### src/rtl/mem_access_unit.sv
// mem_access_unit: load/store initiator for a halfword-organised data memory.
// A word spans entries a (upper half) and a+1 (lower half). Requests arrive over
// valid/ready, are sequenced through the one-cycle-latency memory (with a
// read-modify-write for halfword stores) and answered over valid/ready.
// Optional feature: define MEM_ACCESS_STATS_EN to add saturating 16-bit
// load/store/error response counters (o_stat_loads, o_stat_stores, o_stat_errs).
module mem_access_unit #(
  parameter int ADDR_W    = 32,
  parameter int DATA_W    = 32,
  parameter int MEM_DEPTH = 128
) (
  input  logic              i_clk,
  input  logic              i_rst,
  input  logic              i_req_valid,
  output logic              o_req_ready,
  input  logic              i_req_we,
  input  logic              i_req_size,
  input  logic              i_req_signed,
  input  logic [ADDR_W-1:0] i_req_addr,
  input  logic [DATA_W-1:0] i_req_wdata,
  output logic              o_resp_valid,
  input  logic              i_resp_ready,
  output logic [DATA_W-1:0] o_resp_rdata,
  output logic              o_resp_err,
  output logic [ADDR_W-1:0] o_mem_address,
  output logic [DATA_W-1:0] o_mem_writedata,
  output logic              o_mem_write_en,
  output logic              o_mem_read_en,
  input  logic [DATA_W-1:0] i_mem_data
`ifdef MEM_ACCESS_STATS_EN
  ,
  output logic [15:0]       o_stat_loads,
  output logic [15:0]       o_stat_stores,
  output logic [15:0]       o_stat_errs
`endif
);

  // Highest legal halfword index: a word needs entries a and a+1.
  localparam logic [ADDR_W-1:0] LP_LAST_ADDR = ADDR_W'(MEM_DEPTH - 2);

  typedef enum logic [2:0] {
    S_IDLE  = 3'd0,
    S_READ  = 3'd1,
    S_CAPT  = 3'd2,
    S_WRITE = 3'd3,
    S_RESP  = 3'd4
  } state_t;

  state_t              r_state;
  logic                r_we;
  logic                r_size;
  logic                r_signed;
  logic [15:0]         r_wdata_lo;
  logic                r_read_en;
  logic                r_write_en;
  logic [ADDR_W-1:0]   r_mem_address;
  logic [DATA_W-1:0]   r_mem_writedata;
  logic                r_resp_valid;
  logic [DATA_W-1:0]   r_rdata;
  logic                r_err;

  // Extend the upper halfword of a memory word to a full load result.
  function automatic logic [DATA_W-1:0] f_ext_half(input logic [15:0] h, input logic sgn);
    if (sgn) begin
      f_ext_half = {{(DATA_W-16){h[15]}}, h};
    end else begin
      f_ext_half = {{(DATA_W-16){1'b0}}, h};
    end
  endfunction

  // Request sequencing FSM with all memory-side and response outputs registered.
  always_ff @(posedge i_clk) begin
    if (i_rst) begin
      r_state         <= S_IDLE;
      r_we            <= 1'b0;
      r_size          <= 1'b0;
      r_signed        <= 1'b0;
      r_wdata_lo      <= 16'd0;
      r_read_en       <= 1'b0;
      r_write_en      <= 1'b0;
      r_mem_address   <= '0;
      r_mem_writedata <= '0;
      r_resp_valid    <= 1'b0;
      r_rdata         <= '0;
      r_err           <= 1'b0;
    end else begin
      case (r_state)
        S_IDLE: begin
          if (i_req_valid) begin
            r_we       <= i_req_we;
            r_size     <= i_req_size;
            r_signed   <= i_req_signed;
            r_wdata_lo <= i_req_wdata[15:0];
            r_rdata    <= '0;
            if (i_req_addr > LP_LAST_ADDR) begin
              // Out of range: answer immediately, memory never touched.
              r_err        <= 1'b1;
              r_resp_valid <= 1'b1;
              r_state      <= S_RESP;
            end else if (i_req_we && i_req_size) begin
              r_err           <= 1'b0;
              r_mem_address   <= i_req_addr;
              r_mem_writedata <= i_req_wdata;
              r_write_en      <= 1'b1;
              r_state         <= S_WRITE;
            end else begin
              // Loads and halfword stores both start with a read.
              r_err         <= 1'b0;
              r_mem_address <= i_req_addr;
              r_read_en     <= 1'b1;
              r_state       <= S_READ;
            end
          end
        end
        S_READ: begin
          r_read_en <= 1'b0;
          r_state   <= S_CAPT;
        end
        S_CAPT: begin
          if (r_we) begin
            // Merge new upper half with the untouched lower half.
            r_mem_writedata <= {r_wdata_lo, i_mem_data[15:0]};
            r_write_en      <= 1'b1;
            r_state         <= S_WRITE;
          end else begin
            if (r_size) begin
              r_rdata <= i_mem_data;
            end else begin
              r_rdata <= f_ext_half(i_mem_data[DATA_W-1:DATA_W-16], r_signed);
            end
            r_resp_valid <= 1'b1;
            r_state      <= S_RESP;
          end
        end
        S_WRITE: begin
          r_write_en   <= 1'b0;
          r_resp_valid <= 1'b1;
          r_state      <= S_RESP;
        end
        S_RESP: begin
          if (i_resp_ready) begin
            r_resp_valid <= 1'b0;
            r_state      <= S_IDLE;
          end
        end
        default: begin
          r_state      <= S_IDLE;
          r_read_en    <= 1'b0;
          r_write_en   <= 1'b0;
          r_resp_valid <= 1'b0;
        end
      endcase
    end
  end

  // Ready and memory strobes are forced low while reset is held.
  assign o_req_ready     = (r_state == S_IDLE) && !i_rst;
  assign o_mem_read_en   = r_read_en && !i_rst;
  assign o_mem_write_en  = r_write_en && !i_rst;
  assign o_mem_address   = r_mem_address;
  assign o_mem_writedata = r_mem_writedata;
  assign o_resp_valid    = r_resp_valid;
  assign o_resp_rdata    = r_rdata;
  assign o_resp_err      = r_err;

`ifdef MEM_ACCESS_STATS_EN
  logic [15:0] r_stat_loads;
  logic [15:0] r_stat_stores;
  logic [15:0] r_stat_errs;
  logic        w_resp_hs;

  // Saturating increment for the 16-bit statistics counters.
  function automatic logic [15:0] f_sat_inc(input logic [15:0] c);
    if (c == 16'hFFFF) begin
      f_sat_inc = c;
    end else begin
      f_sat_inc = c + 16'd1;
    end
  endfunction

  assign w_resp_hs = r_resp_valid && i_resp_ready;

  // Count completed responses by kind on the response handshake.
  always_ff @(posedge i_clk) begin
    if (i_rst) begin
      r_stat_loads  <= 16'd0;
      r_stat_stores <= 16'd0;
      r_stat_errs   <= 16'd0;
    end else if (w_resp_hs) begin
      if (r_err) begin
        r_stat_errs <= f_sat_inc(r_stat_errs);
      end else if (r_we) begin
        r_stat_stores <= f_sat_inc(r_stat_stores);
      end else begin
        r_stat_loads <= f_sat_inc(r_stat_loads);
      end
    end
  end

  assign o_stat_loads  = r_stat_loads;
  assign o_stat_stores = r_stat_stores;
  assign o_stat_errs   = r_stat_errs;
`endif

endmodule
### config.mk
export PLATFORM = sky130hd
export DESIGN_NAME = mem_access_unit
export DESIGN_NICKNAME = d
export VERILOG_FILES = /design/src/rtl/mem_access_unit.sv
export SDC_FILE = /design/constraint.sdc
export NUM_CORES = 1
export LEC_CHECK = 0
export CORE_ASPECT_RATIO = 1.5
export CORE_MARGIN = 2
export CORE_UTILIZATION = 35
export CTS_CLUSTER_SIZE = 8
export DETAILED_ROUTE_END_ITERATION = 7
export DONT_BUFFER_PORTS = 1
export MAX_ROUTING_LAYER = met4
export PLACE_DENSITY = 0.5
export SLEW_MARGIN = 20
export SYNTH_ARGS = -nofsm -noshare
export SYNTH_HDL_FRONTEND = slang
export SYNTH_SLANG_ARGS = --single-unit
export TNS_END_PERCENT = 1
### constraint.sdc
create_clock -name i_clk -period 3.75 [get_ports i_clk]
set_clock_uncertainty 0.2 [all_clocks]
set_input_delay 0.75 -clock i_clk [delete_from_list [all_inputs] [get_ports i_clk]]
set_output_delay 0.75 -clock i_clk [all_outputs]
set_load 0.02 [all_outputs]
### Word level (Yosys, flattened, before mapping)

Cells that the tools add are included.

| cells by class | value |
|---|---|
| $lt $le $gt $ge | 1 |
| equality and inequality tests | 12 |
| multiplexer cells | 31 |
| bitwise operators | 4 |
| reductions and logical operators | 17 |

Operators by type and width:

| cell | number |
|---|---|
| 32-bit two-way mux | 8 |
| 32-bit case mux with 2 select lines | 2 |
| 32-bit by 7-bit > comparator with 1-bit output, second input constant | 1 |
| 2-bit != test, second input constant | 8 |
| 3-bit case mux with 5 select lines | 1 |
| 5-bit AND reduction | 3 |
| 1-bit two-way mux | 12 |
| 3-bit two-way mux | 4 |
| 3-bit by 2-bit equality test with 1-bit output, second input constant | 2 |
| 3-bit AND reduction | 2 |
| 1-bit case mux with 5 select lines | 1 |
| 1-bit logical AND | 4 |
| 1-bit NOT | 4 |
| 2-bit AND reduction | 2 |
| 4-bit AND reduction | 1 |
| 3-bit by 1-bit equality test with 1-bit output, second input constant | 1 |
| 3-bit equality test, second input constant | 1 |
| 3-bit logical NOT | 1 |
| 1-bit case mux with 3 select lines | 1 |
| 3-bit OR reduction | 1 |
| 2-bit two-way mux | 1 |
| 1-bit case mux with 2 select lines | 1 |
| 2-bit nonzero test | 1 |
| 2-bit OR reduction | 1 |
| 1-bit logical NOT | 1 |

| storage, ports and cells | value |
|---|---|
| register bits after elaboration | 122 |
| bits of input ports | 103 |
| output and inout port bits | 101 |
| logic and storage cells | 77 |

### Depth between registers and ports, before layout

Gate-level depths: netlist of run 1.

| depth | value |
|---|---|
| word-level depth | 5 |
| mapped depth | 8 |
| depth with buffers taken out | 5 |

### Worst setup path after synthesis of run 1

No wires, ideal clock.

| timing | value |
|---|---|
| kind | input -> output |
| start | input port i_rst |
| end | output port o_req_ready |
| arrival time | 1.929 ns |
| data required time | 2.800 ns |
| path slack | 0.871 ns |
| stages | 4 |
| path buffers | 3 |
| path through | clkbuf_1 clkbuf_1 buf_1 nor4_1 |

| between the ends | value |
|---|---|
| longest elaborated chain between the ends | 2 |

RTL lines:

| what | line | text |
|---|---|---|
| from (decl) | 13 | `input logic i_rst,` |
| 1-bit logical NOT | 157 | `assign o_req_ready = (r_state == S_IDLE) && !i_rst;` |
| 1-bit logical AND | 157 |  |
| to (decl) | 15 | `output logic o_req_ready,` |

Every way passes these cells.

### Final worst setup path of run 1

| timing | value |
|---|---|
| start | register r_state[1] |
| end | output port o_req_ready |

| between the ends | value |
|---|---|
| longest elaborated chain between the ends | 2 |

RTL lines:

| what | line | text |
|---|---|---|
| from (decl) | 49 | `state_t r_state;` |
| from (signal assigned) | 74 | `r_state <= S_IDLE;` |
| from (signal assigned) | 99 | `r_state <= S_RESP;` |
| from (signal assigned) | 105 | `r_state <= S_WRITE;` |
| 3-bit logical NOT | 157 |  |
| 1-bit logical AND | 157 |  |

Every way passes these cells.

==> impl_metrics.env, run 1 <==
export IMPL_status="finished clean"
export IMPL_slew_viol_final=0
export IMPL_dp_cells=783
export IMPL_critPathBufInv=0
export IMPL_drt_iter0_drc=285
export IMPL_num_vias=4179
export IMPL_synth_nets=725
export IMPL_synthSimpleGateAreaFrac=0.2571
export IMPL_grt_max_degree=134
export IMPL_cts_hold_buf=0
export IMPL_synth_top_family_by_area="simple AND/OR/NAND/NOR gates"
export IMPL_layout_commonest_cell="nand2_1"
export IMPL_htree_num_levels=4
export IMPL_cp_endpoint="o_req_ready"
export IMPL_finalSetupViolCount=0
export IMPL_setup_slack_ns=1.143
export IMPL_required_ns=2.80
export IMPL_num_nets_final=706
export IMPL_cp_slowest_stage_delay_ns=0.80
export IMPL_ys_seq_elements=122
export IMPL_post_route_drc_count=0
export IMPL_cp_max_fo=16
export IMPL_cp_top_family="simple AND/OR/NAND/NOR gates"
export IMPL_peakVddDrop_v=0.0002648
export IMPL_hold_viol_final=0
export IMPL_fmax_mhz=383.5
export IMPL_worstSetupPathDepth=1
export IMPL_dp_hpwl_mm=10.92
export IMPL_synthCells=622
export IMPL_start_util=0.3555
export IMPL_drive_gt1_frac=0.1315
export IMPL_multi_input_area_mm2=0.002664
export IMPL_antenna_found_initial=0
export IMPL_cts_inserted_buffers=17
export IMPL_clock_sinks=122
export IMPL_path_clk_slew_ns=0.06
export IMPL_critical_path_reg2reg_startpoint="r_state[1]"
export IMPL_synth_cell_types=30
export IMPL_worstPathArrival_ns=1.66
export IMPL_wire_per_inst_um=18.79
export IMPL_min_path_type="in2reg"
export IMPL_dieArea_mm2=0.01626
export IMPL_rr_endpoint="o_mem_writedata[16]"
export IMPL_critPathLaunchType="flop"
export IMPL_pwr_density_cell_mw_per_mm2=534.8
export IMPL_cts_tree="done"
export IMPL_cp_slowest_cell="nor4_1"
export IMPL_cts_setup_buffers=0
export IMPL_synth_compound_area_share=0.1072
export IMPL_fillers=1590
export IMPL_most_common_layout_cells="126 x nand2_1, 121 x dfxtp_1, 72 x a21oi_1, 53 x nor2_1, 37 x nor2b_1"
export IMPL_antenna_left=0
export IMPL_crit_start="r_state[1]"
export IMPL_gp_congestion=0.7905
export IMPL_min_period_over_period=0.6953
export IMPL_die_h_um=155.2
export IMPL_ys_seq_area_frac=0.4579
export IMPL_antenna_cells=0
export IMPL_clkLatencyLatePin_ns=0.40
export IMPL_end_kind="primary output"
export IMPL_via_per_inst=5.128
export IMPL_synth_adder_area_share=0
export IMPL_worstRegToRegCells=5
export IMPL_critPathKind="reg2out"
export IMPL_ys_warn_count=0
export IMPL_core_area_mm2=0.01500
export IMPL_synthMuxAreaShare=0.1339
export IMPL_gr_total_overflow=0
export IMPL_cts_buffer_depth=2
export IMPL_worstPathCellList="nor4_1"
export IMPL_clock_tree_root_cell="clkbuf_16"
export IMPL_grt_pass1_vias=4103
export IMPL_cts_resized=0
export IMPL_final_cells=815
export IMPL_cap_violations=0
export IMPL_num_rows=55
export IMPL_rsz0062_at_grt="false"
export IMPL_finalSetupTns_ns=0
export IMPL_tightestPinTransition_ns=0.9022
export IMPL_power_leakage_uw=0.002349
export IMPL_grt_pass1_wl_mm=23.24
export IMPL_io_buffers=0
export IMPL_synth_xor_area_share=0
export IMPL_totalWireLength_mm=15.32
export IMPL_die_w_um=104.8
export IMPL_grt_usage=0.1906
export IMPL_pre_cts_slack_ns=0.7887
export IMPL_fin_crit_ns=2.607
export IMPL_syn_avg_cell_area_um2=8.575
export IMPL_firstDrtPassIters=6
export IMPL_register_area_mm2=0.002444
export IMPL_netlist_area_mm2=0.005334
export IMPL_pin_count=204
export IMPL_syn2layout_area_growth_pct=13.77
export IMPL_r2r_slack_ns=1.31
export IMPL_relSlewSlack=0.3930
[per-layer routing]
metal / vias to the layer above / global-route usage / wire length, um
li1: 2044 / - / -
met1: 1939 / 0.2072 / 5862
met2: 178 / 0.3160 / 7780
met3: 18 / 0.07667 / 1459
met4: 0 / 0.06540 / 214
met5: - / - / 0
[synth_stat cells]
| cell type | instances | share of area |
|---|---|---|
| o22a_1 | 1 | 0.0016 |
| buf_12 | 3 | 0.011 |
| nand2_1 | 126 | 0.089 |
| dfxtp_1 | 122 | 0.46 |
| nand4_1 | 3 | 0.0035 |
| mux2_4 | 30 | 0.084 |
| nor2_1 | 53 | 0.037 |
| nor4_2 | 3 | 0.0070 |
| mux2_2 | 3 | 0.0063 |
| o21ai_0 | 4 | 0.0038 |
| nor4_1 | 4 | 0.0047 |
| buf_2 | 1 | 0.00094 |
| a211oi_1 | 2 | 0.0028 |
| nor3_1 | 5 | 0.0047 |
| a2111oi_0 | 1 | 0.0016 |
| inv_1 | 2 | 0.0014 |
| nand2b_1 | 15 | 0.018 |
| a21oi_1 | 72 | 0.068 |
| mux2i_1 | 23 | 0.043 |
| clkbuf_1 | 37 | 0.026 |
| o211ai_1 | 1 | 0.0014 |
| and2_1 | 27 | 0.032 |
| or3_2 | 1 | 0.0014 |
| or3_1 | 1 | 0.0012 |
| o31a_4 | 1 | 0.0033 |
| nor2b_1 | 37 | 0.043 |
| o31ai_1 | 2 | 0.0028 |
| a31oi_1 | 19 | 0.022 |
| buf_1 | 6 | 0.0042 |
| nand3_1 | 17 | 0.016 |
[how the worst min path moves through the flow]
stage	slack, ns	start	cells past startpoint	end
6_report	0.21	i_rst	1	r_size
5_1_grt	0.19	i_rst	1	o_resp_rdata[25]
4_1_cts	0.20	i_rst	1	o_resp_rdata[21]
3_5_place_dp	0.24	r_wdata_lo[12]	2	r_wdata_lo[12]
3_3_place_gp	0.24	r_wdata_lo[13]	2	r_wdata_lo[13]
2_1_floorplan	0.24	r_wdata_lo[0]	2	r_wdata_lo[0]
[registers in the layout (all words and copies together) (netlist names), 3 cells and up]
register / count
o_resp_rdata: 32
r_wdata_lo: 16
o_mem_writedata: 32
o_mem_address: 32
r_state: 3
[where the power goes]
group / internal [uW] / switching [uW] / total, uW
Clock: 1130 / 635 / 1760
Combinational: 54.1 / 83.9 / 138
Sequential: 1320 / 29.0 / 1350
Total: 2500 / 748 / 3250
[per-stage QoR]
step | util | cell area [um^2] | hold slack (ns) | power [uW]
floorplan | - | 5334 | 0.2366 | 1494
global placement | 0.3621 | 5431 | 0.2407 | 1511
detailed placement | 0.3621 | 5431 | 0.2418 | 1514
CTS | 0.4045 | 6068 | 0.2042 | 3293
global route | 0.4045 | 6068 | 0.1900 | 3368
finish | 0.4045 | 6068 | 0.2081 | 3245
[kinds of logic after synthesis]
| family | Yosys count |
|---|---|
| multiplexers | 56 |
| AND/OR/NAND/NOR | 292 |
| flip-flops | 122 |
| AO/OA/AOI/OAI | 103 |
| buffers and inverters | 49 |
[final cells by class]
class,count,share of cell area
Sequential cell,122,0.4027
Tap cell,199,0.04103
Clock buffer,17,0.07010
Multi-Input combinational cell,451,0.4390
Timing Repair Buffer,9,0.01113
Inverter,2,0.001237
Clock inverter,15,0.03485
Power figures use the tool's default switching activity.
==> inputs of run 2 (changes only) <==
==> constraint.sdc (replaced) <==
create_clock -name i_clk -period 2.53 [get_ports i_clk]
set_clock_uncertainty 0.2 [all_clocks]
set_input_delay 0.506 -clock i_clk [delete_from_list [all_inputs] [get_ports i_clk]]
set_output_delay 0.506 -clock i_clk [all_outputs]
set_load 0.02 [all_outputs]
==> run 2 against run 1 <==
  * First-iteration DRC count increased by 14%
  * Die area unchanged
  * Critical endpoint is now o_resp_valid
  * Sequential cell count unchanged
==> impl_metrics.env, run 2 (synthesized netlist as in run 1, its figures left out) <==
export IMPL_status="finished clean"
export IMPL_cp_max_fo=11
export IMPL_switching_share=0.2198
export IMPL_cts_setup_buffers=0
export IMPL_drt_iter0_drc=326
export IMPL_die_h_um=155.2
export IMPL_grt_usage=0.1943
export IMPL_dp_cells=795
export IMPL_rsz0062_at_grt="false"
export IMPL_num_vias=4168
export IMPL_post_route_drc_count=0
export IMPL_dp_hpwl_mm=11.00
export IMPL_io_buffers=0
export IMPL_power_frac_comb=0.053
export IMPL_required_ns=2.61
export IMPL_slew_viol_final=0
export IMPL_drive_gt1_frac=0.1419
export IMPL_gp_congestion=0.8067
export IMPL_switching_power_uw=1031
export IMPL_critPathKind="reg2reg"
export IMPL_setup_slack_ns=0.3364
export IMPL_cts_buffer_depth=2
export IMPL_fin_crit_ns=2.194
export IMPL_cts_tree="done"
export IMPL_peakVddDrop_v=0.0005111
export IMPL_p_int_uw=3658
export IMPL_via_per_inst=5.046
export IMPL_layout_commonest_cell="nand2_1"
export IMPL_clkLatencyLatePin_ns=0.40
export IMPL_final_cells=826
export IMPL_wire_per_inst_um=18.76
export IMPL_gr_total_overflow=0
export IMPL_met2_length_mm=7.758
export IMPL_worstPathArrival_ns=2.28
export IMPL_path_clk_slew_ns=0.05
export IMPL_cts_inserted_buffers=17
export IMPL_most_common_layout_cells="126 x nand2_1, 121 x dfxtp_1, 72 x a21oi_1, 53 x nor2_1, 37 x nor2b_1"
export IMPL_htree_num_levels=4
export IMPL_hold_viol_final=0
export IMPL_dieArea_mm2=0.01626
export IMPL_grt_max_degree=75
export IMPL_antenna_found_initial=0
export IMPL_pin_count=204
export IMPL_top_layer="met4"
export IMPL_fmax_mhz=455.9
export IMPL_min_path_type="in2reg"
export IMPL_seqPwrFrac=0.423
export IMPL_critPathLaunchType="flop"
export IMPL_relSlewSlack=0.7345
export IMPL_cap_violations=0
export IMPL_totalWireLength_mm=15.49
export IMPL_cts_hold_buf=2
export IMPL_num_nets_final=720
export IMPL_cts_resized=0
export IMPL_route_met3_wl_mm=1.422
export IMPL_die_w_um=104.8
export IMPL_end_kind="flop"
export IMPL_wl_met1_mm=6.074
export IMPL_syn2layout_area_growth_pct=15.79
export IMPL_clock_tree_root_cell="clkbuf_16"
export IMPL_finalSetupViolCount=0
export IMPL_grt_pass1_wl_mm=23.76
export IMPL_tightestPinTransition_ns=0.3974
export IMPL_clkPwrFrac=0.524
export IMPL_hold_ws_ns=0.04025
export IMPL_num_rows=55
export IMPL_pwr_density_cell_mw_per_mm2=759.2
export IMPL_antenna_cells=0
export IMPL_firstDrtPassIters=4
export IMPL_start_util=0.3555
export IMPL_power_leakage_uw=0.002409
export IMPL_clock_sinks=122
export IMPL_grt_pass1_vias=4205
export IMPL_pre_cts_slack_ns=-0.02707
export IMPL_core_area_mm2=0.01500
export IMPL_antenna_left=0
export IMPL_min_period_over_period=0.8670
-- run 2: cell count changes in the layout (fill, tap and decap cells not counted) --
cell           change
buf_4             +10
clkbuf_1           +2
buf_12             +2
clkinvlp_4         +2
buf_16             +1
clkbuf_8           +3
bufinv_16          -1
clkinv_4           -4
dlygate4sd3_1      +1
inv_6              -5
-- run 2: path summary, 6_finish.rpt --
check,slack (ns),from,end,cells after the start
worst max register to register,0.34,r_state[2],o_resp_valid,5
worst min-delay path,0.04,i_req_wdata[5],r_wdata_lo[5],2
worst min register to register,0.26,r_wdata_lo[11],r_wdata_lo[11],2
worst max-delay path,0.34,r_state[2],o_resp_valid,5
-- run 2: routing by layer --
metal / vias to the layer above / global-route usage
li1: 2068 / -
met1: 1933 / 0.2136
met2: 150 / 0.3234
met3: 17 / 0.07667
met4: 0 / 0.06032
met5: - / -
-- run 2: area by class of cell --
cell class / count / area [um^2]
inverters: 2 / 7.507
repair buffers: 23 / 220.2
fillers: 1572 / 8826
clock buffers: 22 / 474.2
well taps: 199 / 249.0
flip-flops and latches: 122 / 2444
multi-input cells: 451 / 2664
clock inverters: 7 / 117.6
-- run 2: stage by stage --
stage | total power (uW) | utilization | setup TNS [ns] | area [um^2]
after floorplan | 2214 | - | 0 | 5334
final | 4689 | 0.4117 | 0 | 6176
after detailed placement | 2255 | 0.3697 | -0.5273 | 5547
after global routing | 4878 | 0.4117 | 0 | 6176
after CTS | 4766 | 0.4117 | 0 | 6176
after global placement | 2252 | 0.3697 | -0.6338 | 5547
-- run 2: critical path, stage by stage (launching register included) --
cell and delay (ns):
dfxtp_1 0.42, nor3_1 0.36, nand4_1 0.12, or3_2 0.48, o211ai_1 0.15, mux2_2 0.36
-- run 2: power groups by stage --
stage          clock network (uW)  logic, uW  registers (uW)
2_1_floorplan                   0        204            2010
3_3_place_gp                    0        226            2030
3_5_place_dp                    0        230            2030
4_1_cts                      2530        253            1980
5_1_grt                      2610        278            1990
6_report                     2460        246            1990
==> inputs of run 3 (changes only) <==
--- a/config.mk
+++ b/config.mk
@@ -7,12 +7,12 @@
 export LEC_CHECK = 0
 export CORE_ASPECT_RATIO = 1.5
 export CORE_MARGIN = 2
-export CORE_UTILIZATION = 35
+export CORE_UTILIZATION = 45
 export CTS_CLUSTER_SIZE = 8
 export DETAILED_ROUTE_END_ITERATION = 7
 export DONT_BUFFER_PORTS = 1
 export MAX_ROUTING_LAYER = met4
-export PLACE_DENSITY = 0.5
+export PLACE_DENSITY = 0.61
 export SLEW_MARGIN = 20
 export SYNTH_ARGS = -nofsm -noshare
 export SYNTH_HDL_FRONTEND = slang
==> run 3 against run 2 <==
  * Non-clock buffer count is 4 lower
  * Fmax is 2.6% lower
  * Critical path depth stayed put
  * Clock power hardly changed
  * Cell count is 6.2% lower
  * Core utilization is 12 points higher
  * Clock-buffer cell count is 2 lower
  * Setup slack worse by 0.058 ns
  * Final area is 1.4% lower
  * Sequential cell count stayed put
  * Sequential power hardly changed
  * Highest routed layer unchanged
==> impl_metrics.env, run 3 (synthesized netlist as in run 1, its figures left out) <==
export IMPL_start_util=0.4626
export IMPL_tightestPinTransition_ns=0.6551
export IMPL_clock_tree_root_cell="clkbuf_16"
export IMPL_cp_slowest_cell="or3_2"
export IMPL_cp_slowest_stage_delay_ns=0.48
export IMPL_die_w_um=92.90
export IMPL_seqPwrFrac=0.424
export IMPL_hold_viol_final=0
export IMPL_status="finished clean"
export IMPL_cts_inserted_buffers=17
export IMPL_dieArea_mm2=0.01276
export IMPL_p_total_uw=4674
export IMPL_switching_power_uw=1039
export IMPL_relSlewSlack=0.5628
export IMPL_pin_count=204
export IMPL_placed_area_mm2=0.005434
export IMPL_wire_per_inst_um=19.46
export IMPL_critical_path_reg2reg_startpoint="r_state[2]"
export IMPL_rr_endpoint="o_resp_valid"
export IMPL_die_h_um=137.3
export IMPL_utilization=0.5279
export IMPL_clock_sinks=122
export IMPL_power_frac_comb=0.053
export IMPL_grt_max_degree=75
export IMPL_worstPathArrival_ns=2.34
export IMPL_num_rows=48
export IMPL_post_route_drc_count=0
export IMPL_hold_path_end="r_wdata_lo[1]"
export IMPL_grt_pass1_vias=4334
export IMPL_firstDrtPassIters=5
export IMPL_final_cells=775
export IMPL_fmax_mhz=444.1
export IMPL_pwr_density_cell_mw_per_mm2=767.8
export IMPL_p_int_uw=3634
export IMPL_cts_buffer_depth=2
export IMPL_layout_commonest_cell="nand2_1"
export IMPL_design_area_mm2=0.006087
export IMPL_clkLatencyLatePin_ns=0.40
export IMPL_finalSetupViolCount=0
export IMPL_power_leakage_uw=0.002381
export IMPL_antenna_cells=0
export IMPL_cts_resized=0
export IMPL_syn2layout_area_growth_pct=14.12
export IMPL_critPathLaunchType="flop"
export IMPL_drt_iter0_drc=189
export IMPL_min_path_cells=2
export IMPL_via_per_inst=5.524
export IMPL_dp_hpwl_mm=10.50
export IMPL_required_ns=2.62
export IMPL_antenna_left=0
export IMPL_num_vias=4281
export IMPL_worstRegToRegCells=5
export IMPL_io_buffers=0
export IMPL_path_clk_slew_ns=0.05
export IMPL_cts_setup_buffers=0
export IMPL_dp_cells=741
export IMPL_switching_share=0.2224
export IMPL_drive_gt1_frac=0.1392
export IMPL_num_nets_final=716
export IMPL_htree_num_levels=4
export IMPL_hp_start="i_req_wdata[1]"
export IMPL_worstPathCellList="nor3_1 > nand4_1 > or3_2 > o211ai_1 > mux2_2"
export IMPL_gr_total_overflow=0
export IMPL_core_area_mm2=0.01153
export IMPL_r2r_slack_ns=0.28
export IMPL_finalSetupTns_ns=0
export IMPL_fin_crit_ns=2.252
export IMPL_cp_max_fo=11
export IMPL_grt_usage=0.2406
export IMPL_gp_congestion=0.9300
export IMPL_min_period_over_period=0.8901
export IMPL_rsz0062_at_grt="false"
export IMPL_clkPwrFrac=0.524
export IMPL_cap_violations=0
export IMPL_min_path_type="in2reg"
export IMPL_critPathKind="reg2reg"
export IMPL_antenna_found_initial=0
export IMPL_cts_tree="done"
export IMPL_slew_viol_final=0
export IMPL_grt_pass1_wl_mm=22.84
export IMPL_peakVddDrop_v=0.0004879
export IMPL_end_kind="flop"
export IMPL_most_common_layout_cells="126 x nand2_1, 122 x dfxtp_1, 72 x a21oi_1, 52 x nor2_1, 37 x nor2b_1"
export IMPL_totalWireLength_mm=15.08
-- run 3: per-stage QoR --
step,worst slack (ns),hold WS [ns]
5_1_grt,0.03679,0.02742
2_1_floorplan,0.07704,0.2366
4_1_cts,0.2305,0.02192
3_5_place_dp,-0.03354,0.2421
6_report,0.2781,0.03787
3_3_place_gp,0.01001,0.2388
-- run 3: what timing repair did --
item / 4_1_cts / 5_1_grt
setup endpoints to repair: 0 / 0
hold buffers: 3 / 0
endpoints found under the hold margin: 60 / 0
-- run 3: critical path: cells and delay by family, from the launching register on --
kind               cells  cell delay [ns]
and+or+nand+nor        3             1.01
muxes                  1             0.36
AOI/OAI and AO/OA      1             0.15
DFF                    1             0.42
-- run 3: area by class of cell --
cell class,instances,area [um^2]
Fill cell,1086,5444
Multi-Input combinational cell,451,2666
Sequential cell,122,2442
Clock buffer,20,456.7
Tap cell,150,187.7
Timing Repair Buffer,19,180.2
Clock inverter,11,146.4
Inverter,2,7.507
-- run 3: worst max-delay path by stage --
stage,startpoint,to,slack [ns],cells past startpoint
final,r_state[2],o_resp_valid,0.28,5
after global placement,i_req_addr[19],o_mem_writedata[8],0.01,6
after CTS,r_state[2],o_mem_address[31],0.23,5
after floorplan,i_req_addr[16],o_mem_writedata[10],0.08,6
after global routing,r_state[2],o_mem_address[3],0.04,6
after detailed placement,i_req_addr[19],o_mem_writedata[18],-0.03,6
-- run 3: metal layers --
metal / vias up / track usage / wire, um
li1: 2056 / - / -
met1: 2022 / 0.2593 / 5734
met2: 182 / 0.4054 / 7594
met3: 21 / 0.09026 / 1449
met4: 0 / 0.08660 / 305
met5: - / - / 0
-- run 3: power by group through the flow --
stage                     Combinational, uW  Sequential (uW)  Clock, uW
final                                   246             1980       2450
after global routing                    275             1980       2580
after CTS                               248             1980       2500
after detailed placement                224             2020          0
after global placement                  218             2020          0
after floorplan                         204             2010          0
